### src/rtl/tdm_demux_2ch_if.sv
// Serial link bundle for the two-channel TDM demux.
// slave = demux side, master = link driver / consumer side.
interface tdm_demux_2ch_if #(
  parameter int WORD_W = 8
) ();
  logic              din;
  logic              din_en;
  logic              sync;
  logic [WORD_W-1:0] a_word;
  logic [WORD_W-1:0] b_word;
  logic              a_valid;
  logic              b_valid;
  logic              frame_err;
  logic              locked;

  modport slave (
    input  din, din_en, sync,
    output a_word, b_word, a_valid, b_valid,
    output frame_err, locked
  );

  modport master (
    output din, din_en, sync,
    input  a_word, b_word, a_valid, b_valid,
    input  frame_err, locked
  );
endinterface

### src/rtl/tdm_demux_2ch.sv
// Two-channel TDM demultiplexer: hunts frame sync, deserialises
// A then B words MSB-first, flags framing errors.
module tdm_demux_2ch #(
  parameter int WORD_W = 8
) (
  input logic             clk,
  input logic             rst,
  tdm_demux_2ch_if.slave  bus
);
  localparam int CW = $clog2(WORD_W);
  localparam logic [CW-1:0] LAST = CW'(WORD_W - 1);

  typedef enum logic [1:0] {
    HUNT,
    CH_A,
    CH_B
  } state_e;

  state_e            state_q, state_d;
  logic [CW-1:0]     cnt_q, cnt_d;
  logic [WORD_W-2:0] sr_q, sr_d;
  logic [WORD_W-1:0] a_word_q, a_word_d;
  logic [WORD_W-1:0] b_word_q, b_word_d;
  logic              a_valid_q, a_valid_d;
  logic              b_valid_q, b_valid_d;
  logic              frame_err_q, frame_err_d;
  logic              locked_q, locked_d;
  logic [WORD_W-1:0] shifted;

  assign shifted = {sr_q, bus.din};

  always_comb begin
    state_d     = state_q;
    cnt_d       = cnt_q;
    sr_d        = sr_q;
    a_word_d    = a_word_q;
    b_word_d    = b_word_q;
    a_valid_d   = 1'b0;
    b_valid_d   = 1'b0;
    frame_err_d = 1'b0;
    if (bus.din_en) begin
      if (bus.sync) begin
        // Sync anywhere except the expected frame start aborts the frame.
        frame_err_d = !(state_q == HUNT ||
                        (state_q == CH_A && cnt_q == '0));
        state_d = CH_A;
        cnt_d   = CW'(1);
        sr_d    = shifted[WORD_W-2:0];
      end else if (state_q == CH_A && cnt_q == '0) begin
        frame_err_d = 1'b1;
        state_d     = HUNT;
        cnt_d       = '0;
      end else if (state_q != HUNT && cnt_q == LAST) begin
        cnt_d = '0;
        sr_d  = shifted[WORD_W-2:0];
        if (state_q == CH_A) begin
          a_word_d  = shifted;
          a_valid_d = 1'b1;
          state_d   = CH_B;
        end else begin
          b_word_d  = shifted;
          b_valid_d = 1'b1;
          state_d   = CH_A;
        end
      end else if (state_q != HUNT) begin
        sr_d  = shifted[WORD_W-2:0];
        cnt_d = cnt_q + 1'b1;
      end
    end
    locked_d = (state_d != HUNT);
  end

  always_ff @(posedge clk or posedge rst) begin
    if (rst) begin
      state_q     <= HUNT;
      cnt_q       <= '0;
      sr_q        <= '0;
      a_word_q    <= '0;
      b_word_q    <= '0;
      a_valid_q   <= 1'b0;
      b_valid_q   <= 1'b0;
      frame_err_q <= 1'b0;
      locked_q    <= 1'b0;
    end else begin
      state_q     <= state_d;
      cnt_q       <= cnt_d;
      sr_q        <= sr_d;
      a_word_q    <= a_word_d;
      b_word_q    <= b_word_d;
      a_valid_q   <= a_valid_d;
      b_valid_q   <= b_valid_d;
      frame_err_q <= frame_err_d;
      locked_q    <= locked_d;
    end
  end

  assign bus.a_word    = a_word_q;
  assign bus.b_word    = b_word_q;
  assign bus.a_valid   = a_valid_q;
  assign bus.b_valid   = b_valid_q;
  assign bus.frame_err = frame_err_q;
  assign bus.locked    = locked_q;
endmodule

### src/flat_wrapper.sv
// flat-port wrapper written by rule: the top's interface ports become plain ports
module tdm_demux_2ch_flat 
#(
  parameter int WORD_W = 8
)
  (clk, rst, bus_din, bus_din_en, bus_sync, bus_a_word, bus_b_word, bus_a_valid, bus_b_valid, bus_frame_err, bus_locked);
  tdm_demux_2ch_if #(.WORD_W(WORD_W)) bus_i ();
  input logic clk;
  input logic rst;
  input wire logic [$bits(bus_i.din)-1:0] bus_din;
  input wire logic [$bits(bus_i.din_en)-1:0] bus_din_en;
  input wire logic [$bits(bus_i.sync)-1:0] bus_sync;
  output wire logic [$bits(bus_i.a_word)-1:0] bus_a_word;
  output wire logic [$bits(bus_i.b_word)-1:0] bus_b_word;
  output wire logic [$bits(bus_i.a_valid)-1:0] bus_a_valid;
  output wire logic [$bits(bus_i.b_valid)-1:0] bus_b_valid;
  output wire logic [$bits(bus_i.frame_err)-1:0] bus_frame_err;
  output wire logic [$bits(bus_i.locked)-1:0] bus_locked;
  assign bus_i.din = bus_din;
  assign bus_i.din_en = bus_din_en;
  assign bus_i.sync = bus_sync;
  assign bus_a_word = bus_i.a_word;
  assign bus_b_word = bus_i.b_word;
  assign bus_a_valid = bus_i.a_valid;
  assign bus_b_valid = bus_i.b_valid;
  assign bus_frame_err = bus_i.frame_err;
  assign bus_locked = bus_i.locked;
  tdm_demux_2ch #(.WORD_W(WORD_W)) u_core (.clk(clk), .rst(rst), .bus(bus_i));
endmodule
### config.mk
export PLATFORM = sky130hd
export DESIGN_NAME = tdm_demux_2ch_flat
export DESIGN_NICKNAME = d
export VERILOG_FILES = /design/src/rtl/tdm_demux_2ch_if.sv /design/src/rtl/tdm_demux_2ch.sv /design/src/flat_wrapper.sv
export SDC_FILE = /design/constraint.sdc
export NUM_CORES = 1
export LEC_CHECK = 0
export ABC_CLOCK_PERIOD_IN_PS = 4200
export CAP_MARGIN = 10
export CORE_ASPECT_RATIO = 1.75
export CORE_MARGIN = 4
export CORE_UTILIZATION = 55
export DETAILED_ROUTE_END_ITERATION = 8
export HOLD_SLACK_MARGIN = 0.02
export PLACE_DENSITY = 0.83
export SLEW_MARGIN = 5
export SYNTH_ARGS = -nofsm -noshare
export SYNTH_HDL_FRONTEND = slang
export SYNTH_SLANG_ARGS = --single-unit
### constraint.sdc
create_clock -name clk -period 4.2 [get_ports clk]
set_input_delay 0.84 -clock clk [delete_from_list [all_inputs] [get_ports clk]]
set_output_delay 0.84 -clock clk [all_outputs]
set_load 0.01 [all_outputs]
; Word-level counts from Yosys, hierarchy flattened
; Index checks and enable logic that the tools add are counted.
[word_totals]
regBits = 32
inputBits = 5
out_inout_bits = 20
wordCells = 56
[classes]
add_sub_neg = 1
eq_ne = 3
n_mux = 26
bitwise_logic = 3
reduce_logical = 14
[op_table]
columns = operator, count
row1 = 7-bit two-way mux, 4
row2 = 1-bit two-way mux, 13
row3 = 3-bit two-way mux, 4
row4 = 2-bit two-way mux, 5
row5 = 5-bit AND reduction, 2
row6 = 2-bit nonzero test, 2
row7 = 4-bit nonzero test, 1
row8 = 3-bit by 1-bit adder with 3-bit output (second input constant), 1
row9 = 3-bit == test (second input constant), 1
row10 = 3-bit logical NOT, 1
row11 = 1-bit NOT, 3
row12 = 3-bit AND reduction, 1
row13 = 3-bit nonzero test, 1
row14 = 2-bit by 1-bit == test with 1-bit output (second input constant), 1
row15 = 1-bit logical AND, 2
row16 = 2-bit logical NOT, 1
row17 = 2-bit != test (second input constant), 1
row18 = 2-bit AND reduction, 1
row19 = 1-bit logical NOT, 1
row20 = 1-bit logical OR, 1

; Depth between registers and ports, before layout
; Gate-level depths: netlist (run 1).
[logic_depth]
depth_word = 7
ltp_mapped = 7
ltp_nobuf = 5

; Worst setup path before layout (run 1)
; OpenSTA, ideal clock, no wires.
[synth_timing]
kind = input to register
start = input port bus_sync
end = register u_core.a_word_q[0] (netlist: u_core.bus.a_word[0])
setup_time_ns = 0.125
arrival_time_ns = 1.840
t_required_ns = 4.075
path_slack_ns = 2.235
path_stages = 5
path_buffers = 2
path_cell_list = buf_6 -> nand3b_4 -> nor4b_4 -> buf_6 -> mux2_4
[synth_between]
elab_chain_len = 2
[synth_rtl]
columns = element, line_no
row1 = "start, declared", flat_wrapper.sv:12  ; input wire logic [$bits(bus_i.sync)-1:0] bus_sync;
row2 = 1-bit NOT (no line), n/a
row3 = 5-bit AND reduction (no line), n/a
row4 = "end signal, assigned", tdm_demux_2ch.sv:88  ; a_word_q <= a_word_d;
row5 = "end, declared", tdm_demux_2ch.sv:22  ; logic [WORD_W-1:0] a_word_q, a_word_d;
; Every way passes these cells.
; A chain may end at the register's enable or synchronous reset.

; Worst setup path in the final report (run 1)
[layout_timing]
start = input port bus_din_en
end = register u_core.a_word_q[3] (netlist: u_core.bus.a_word[3])
[layout_between]
elab_chain_len = 1
[layout_rtl]
columns = element, line_no
row1 = "start, declared", flat_wrapper.sv:11  ; input wire logic [$bits(bus_i.din_en)-1:0] bus_din_en;
row2 = 5-bit AND reduction (no line), n/a
; Every way passes these cells.

==> qor.csv, run 1 <==
metric,value,unit
Netlist cell types,27,
Max Fclk,390,MHz
IO Port Bufs,24,
skew final,0.00708,ns
Residual DRC,0,
register share of total power,45.2,%
post-cts resize count,0,
drt total wl,2390,µm
maximum buffer depth of the clock tree,2,
max-cap violations,0,
Crit Path Class,in -> reg,
PD cells,568,mW/mm²
Leak,0.849,nW
clock share of power,28.2,%
FF+latch area,801,µm²
outcome,"complete, no violations",
Fillers,163,
synthesized flop and latch total,32,
Die Y,75.4,µm
Final setup viols,0,
initial antenna violation count,0,
GRT Util Overall,16.0,%
RSZ-0062 raised after global routing,no,
cell internal pwr,0.726,mW
"EDFF count, synth",0,
FF-to-FF path depth,5,
CP Capture Type,flop,
die span in x,46.5,µm
synthesized area,0.00143,mm²
final period utilization,61.1,%
via count,817,
Least-Margin Pin Slew,0.807,ns
Synth async-reset ratio,100,%
routed length per instance,16.1,µm
Clock transition at path regs,0.07,ns
P_sw,0.277,mW
Critical Path Fanout Max,10,
via/cell ratio,5.52,
first drt pass iteration count,4,
yosys warns,0,
dpl hpwl,1750,µm
Design Power,1.00,mW
clk sinks,32,
Max-Slew Margin vs Limit,46.0,%
HP Class,reg -> reg,
syn avg cell area,15.0,µm²
post-CTS setup buffers,0,
setup TNS,0,ns
H-Tree Depth,2,
I/O pins,25,
Finished Layout Cells,148,
die area,0.00351,mm²
Layout Nets,129,
Initial Utilization,57.3,%
Root Driver,clkbuf_8,
min cycle time layout,2.56,ns
Hold Path Cell Cnt,1,
CTS tree,yes,
hold_buf cts,0,
WP data required,4.37,ns
Post-synth top flop,dfrtp_1,
largest net degree at the start of global routing,24,
final hold viol count,0,
clk_lat worst skew,0.28,ns
final antenna-violating net count,0,
global route overflow,0,
Multi-input gate area,559,µm²
total CTS buffers,5,
max-slew violations,0,
area of the core,0.00249,mm²
first-pass GRT wire length,3910,µm
sequential-to-total area share from yosys stat,56.1,%
"Arr. time, crit path",2.73,ns
ANT cells,0,
"Core Util, Final",70.9,%
Final GP Congestion,0.845,
Startpoint Class,input pin,
row count,24,
initial DRC count,18,
Post-Place Cells,140,
share of layout cells above drive strength 1,27.9,%
Mapped Nets,103,
Logic pwr share,26.6,%
Synth Instances,95,
sw frac,27.6,%
VDD IR max,0.490,mV
vias in the first global route,873,
Layout area overhead,23.8,%
critical path, cell delays in order:
cell	delay, ns
clkdlybuf4s50_1	0.67
nand3b_4	0.12
nor4b_4	0.74
mux2_4	0.36
registers in the layout (all words and copies together) (netlist names):
name and cells:
u_core.bus.a_word 8, u_core.bus.b_word 8, u_core.sr_q 7, u_core.cnt_q 3
u_core.state_q 2, u_core.bus.a_valid 1, u_core.bus.b_valid 1, u_core.bus.frame_err 1
u_core.bus.locked 1
final cells by class:
class,count,share of cell area [%]
multi-input cells,52,31.7
inverters,5,1.06
flip-flops and latches,32,45.3
clock inverters,2,1.98
clock buffers,6,4.11
well taps,26,1.84
repair buffers,25,14.0
routing by layer:
metal	GRT usage [%]	vias to the layer above	part of all wire, %
li1	-	384	-
met5	0	-	0
met2	26.7	20	53
met3	5.44	7	5.7
met1	17.6	406	40
met4	7.59	0	2.1
logic make-up (layout without fill, tap and decap cells):
| logic type | count (synthesis) | after routing | synth area share (%) |
|---|---|---|---|
| adders and majority gates | 3 | 3 | 2.63 |
| buffers and inverters | 11 | 38 | 4.73 |
| muxes | 24 | 24 | 23.1 |
| AOI/OAI and AO/OA | 13 | 13 | 7.19 |
| and+or+nand+nor | 12 | 12 | 6.31 |
| DFF | 32 | 32 | 56.1 |
cell usage after synthesis (2+ instances only):
cell type | instances | area share, %
dfrtp_1 | 32 | 56
mux2_4 | 16 | 17
mux2_2 | 7 | 5.5
inv_1 | 5 | 1.3
nor2_1 | 4 | 1.1
buf_2 | 3 | 1.1
buf_6 | 3 | 2.4
ha_1 | 3 | 2.6
a32o_1 | 2 | 1.4
nand2_1 | 2 | 0.53
o21ai_0 | 2 | 0.70
power by group through the flow:
stage | combinational (mW) | sequential [mW] | clock [mW]
after global routing | 0.299 | 0.463 | 0.305
after floorplan | 0.174 | 0.454 | 0
after CTS | 0.273 | 0.453 | 0.291
after global placement | 0.259 | 0.455 | 0
final | 0.267 | 0.453 | 0.283
after detailed placement | 0.274 | 0.458 | 0
placed cells by master (no fill, tap or decap), types with 2 or more instances in the layout:
master / count
a32o_1: 2
clkbuf_8: 5
clkdlybuf4s50_1: 24
dfrtp_1: 32
ha_1: 3
inv_1: 5
mux2_2: 7
mux2_4: 16
nand2_1: 2
nor2_1: 4
o21ai_0: 2
through the flow:
stage / hold slack (ns) / setup slack [ns] / instance area [µm²]
after floorplan: 0.491 / 2.24 / 1430
after global placement: 0.495 / 1.38 / 1660
after detailed placement: 0.493 / 1.32 / 1660
after CTS: 0.513 / 1.64 / 1770
after global routing: 0.530 / 1.50 / 1770
final: 0.512 / 1.64 / 1770
path summary, 6_finish.rpt:
path	from	endpoint	slack (ns)
max	bus_din_en	u_core.bus.a_word[3]	1.64
min	u_core.bus.a_word[6]	u_core.bus.a_word[6]	0.51
max reg2reg	u_core.cnt_q[0]	u_core.bus.a_word[3]	2.08
min reg2reg	u_core.bus.a_word[6]	u_core.bus.a_word[6]	0.51
max in group asynchronous	rst	u_core.bus.b_word[4]	2.75
min in group asynchronous	rst	u_core.bus.a_word[6]	0.82
No activity file was read; power rests on OpenSTA's default activity.
==> run 2, diff against run 1 <==
--- a/config.mk
+++ b/config.mk
@@ -5,14 +5,14 @@
 export SDC_FILE = /design/constraint.sdc
 export NUM_CORES = 1
 export LEC_CHECK = 0
-export ABC_CLOCK_PERIOD_IN_PS = 4200
+export ABC_CLOCK_PERIOD_IN_PS = 2600
 export CAP_MARGIN = 10
 export CORE_ASPECT_RATIO = 1.75
 export CORE_MARGIN = 4
-export CORE_UTILIZATION = 55
+export CORE_UTILIZATION = 51
 export DETAILED_ROUTE_END_ITERATION = 8
 export HOLD_SLACK_MARGIN = 0.02
-export PLACE_DENSITY = 0.83
+export PLACE_DENSITY = 0.78
 export SLEW_MARGIN = 5
 export SYNTH_ARGS = -nofsm -noshare
 export SYNTH_HDL_FRONTEND = slang
==> constraint.sdc (replaced) <==
create_clock -name clk -period 2.6 [get_ports clk]
set_input_delay 0.52 -clock clk [delete_from_list [all_inputs] [get_ports clk]]
set_output_delay 0.52 -clock clk [all_outputs]
set_load 0.01 [all_outputs]
==> qor.csv, run 2 (same netlist as run 1, synthesis figures left out) <==
metric,value,unit
outcome,"complete, no violations",
min cycle time layout,1.99,ns
Layout Nets,130,
initial antenna violation count,0,
post-cts resize count,0,
HP Class,reg -> reg,
clk sinks,32,
H-Tree Depth,2,
vias in the first global route,867,
I/O pins,25,
Startpoint Class,input pin,
Root Driver,clkbuf_8,
total CTS buffers,5,
Final setup viols,0,
share of layout cells above drive strength 1,28.7,%
"Arr. time, crit path",2.15,ns
WP data required,2.76,ns
VDD IR max,0.663,mV
largest net degree at the start of global routing,33,
IO Port Bufs,24,
Least-Margin Pin Slew,0.660,ns
Max-Slew Margin vs Limit,55.9,%
Clock transition at path regs,0.06,ns
row count,25,
Multi-input gate area,559,µm²
via count,838,
Fillers,201,
CTS tree,yes,
max-cap violations,0,
skew final,0.00354,ns
final period utilization,76.7,%
die span in x,48.0,µm
Layout area overhead,23.6,%
PD cells,887,mW/mm²
first-pass GRT wire length,4080,µm
initial DRC count,17,
Max Fclk,502,MHz
maximum buffer depth of the clock tree,2,
setup TNS,0,ns
via/cell ratio,5.62,
most frequent cells in the layout,"32 x dfrtp_1, 24 x clkdlybuf4s50_1, 16 x mux2_4",
max-slew violations,0,
Final GP Congestion,0.831,
Residual DRC,0,
die area,0.00374,mm²
"commonest non-fill, non-tap cell in the layout",dfrtp_1,
Setup WS post-layout,0.606,ns
Design Power,1.57,mW
Critical Path Fanout Max,9,
ANT cells,0,
first drt pass iteration count,4,
CP Capture Type,flop,
Leak,0.850,nW
area of the core,0.00269,mm²
GRT Util Overall,15.6,%
post-CTS setup buffers,0,
RSZ-0062 raised after global routing,no,
pre-CTS setup slack,0.312,ns
routed length per instance,16.5,µm
global route overflow,0,
final hold viol count,0,
clk_lat worst skew,0.27,ns
hold_ws,0.508,ns
Die Y,78.0,µm
final antenna-violating net count,0,
hold_buf cts,0,
Crit Path Class,in -> reg,
FF+latch area,801,µm²
Initial Utilization,53.1,%
drt total wl,2460,µm
dpl hpwl,1750,µm
-- run 2: stage by stage --
step           std cells  utilization, %  instance area, µm²
3_3_place_gp         142            62.0                1670
3_5_place_dp         142            62.0                1670
6_report             149            65.6                1760
2_1_floorplan         95               -                1430
4_1_cts              149            65.6                1760
5_1_grt              149            65.6                1760
-- run 2: where the power goes --
group	internal [mW]	switching (mW)	leakage, nW
Clock	0.235	0.168	0.0503
Sequential	0.627	0.104	0.417
Combinational	0.263	0.168	0.382
-- run 2: worst paths after layout --
check                                     start                    to  slack (ns)  depth (start not counted)
max reg2reg                     u_core.cnt_q[0]  u_core.bus.b_word[5]        0.67                          5
min in group asynchronous                   rst       u_core.cnt_q[0]        0.62                          3
min reg2reg                u_core.bus.a_word[5]  u_core.bus.a_word[5]        0.51                          1
max in group asynchronous                   rst  u_core.bus.frame_err        1.70                          3
max                                    bus_sync  u_core.bus.b_word[5]        0.61                          4
min                        u_core.bus.a_word[5]  u_core.bus.a_word[5]        0.51                          1
-- run 2: routing by layer --
metal,global-route usage [%],vias up,wire (µm)
met5,0,-,0
met2,24.0,26,1280
met4,7.28,0,53
li1,-,385,-
met1,18.6,420,1020
met3,5.57,7,103
-- run 2: final cells by class --
| cell class | instances | share of cell area (%) |
|---|---|---|
| Multi-Input combinational cell | 52 | 31.7 |
| Sequential cell | 32 | 45.4 |
| Timing Repair Buffer | 26 | 14.5 |
| Clock buffer | 7 | 5.46 |
| Tap cell | 27 | 1.91 |
| Inverter | 5 | 1.06 |
-- run 2: critical path: stages --
cell and delay [ns]:
clkdlybuf4s50_1 0.62, nand3b_4 0.21, or2_1 0.45, mux2_4 0.35
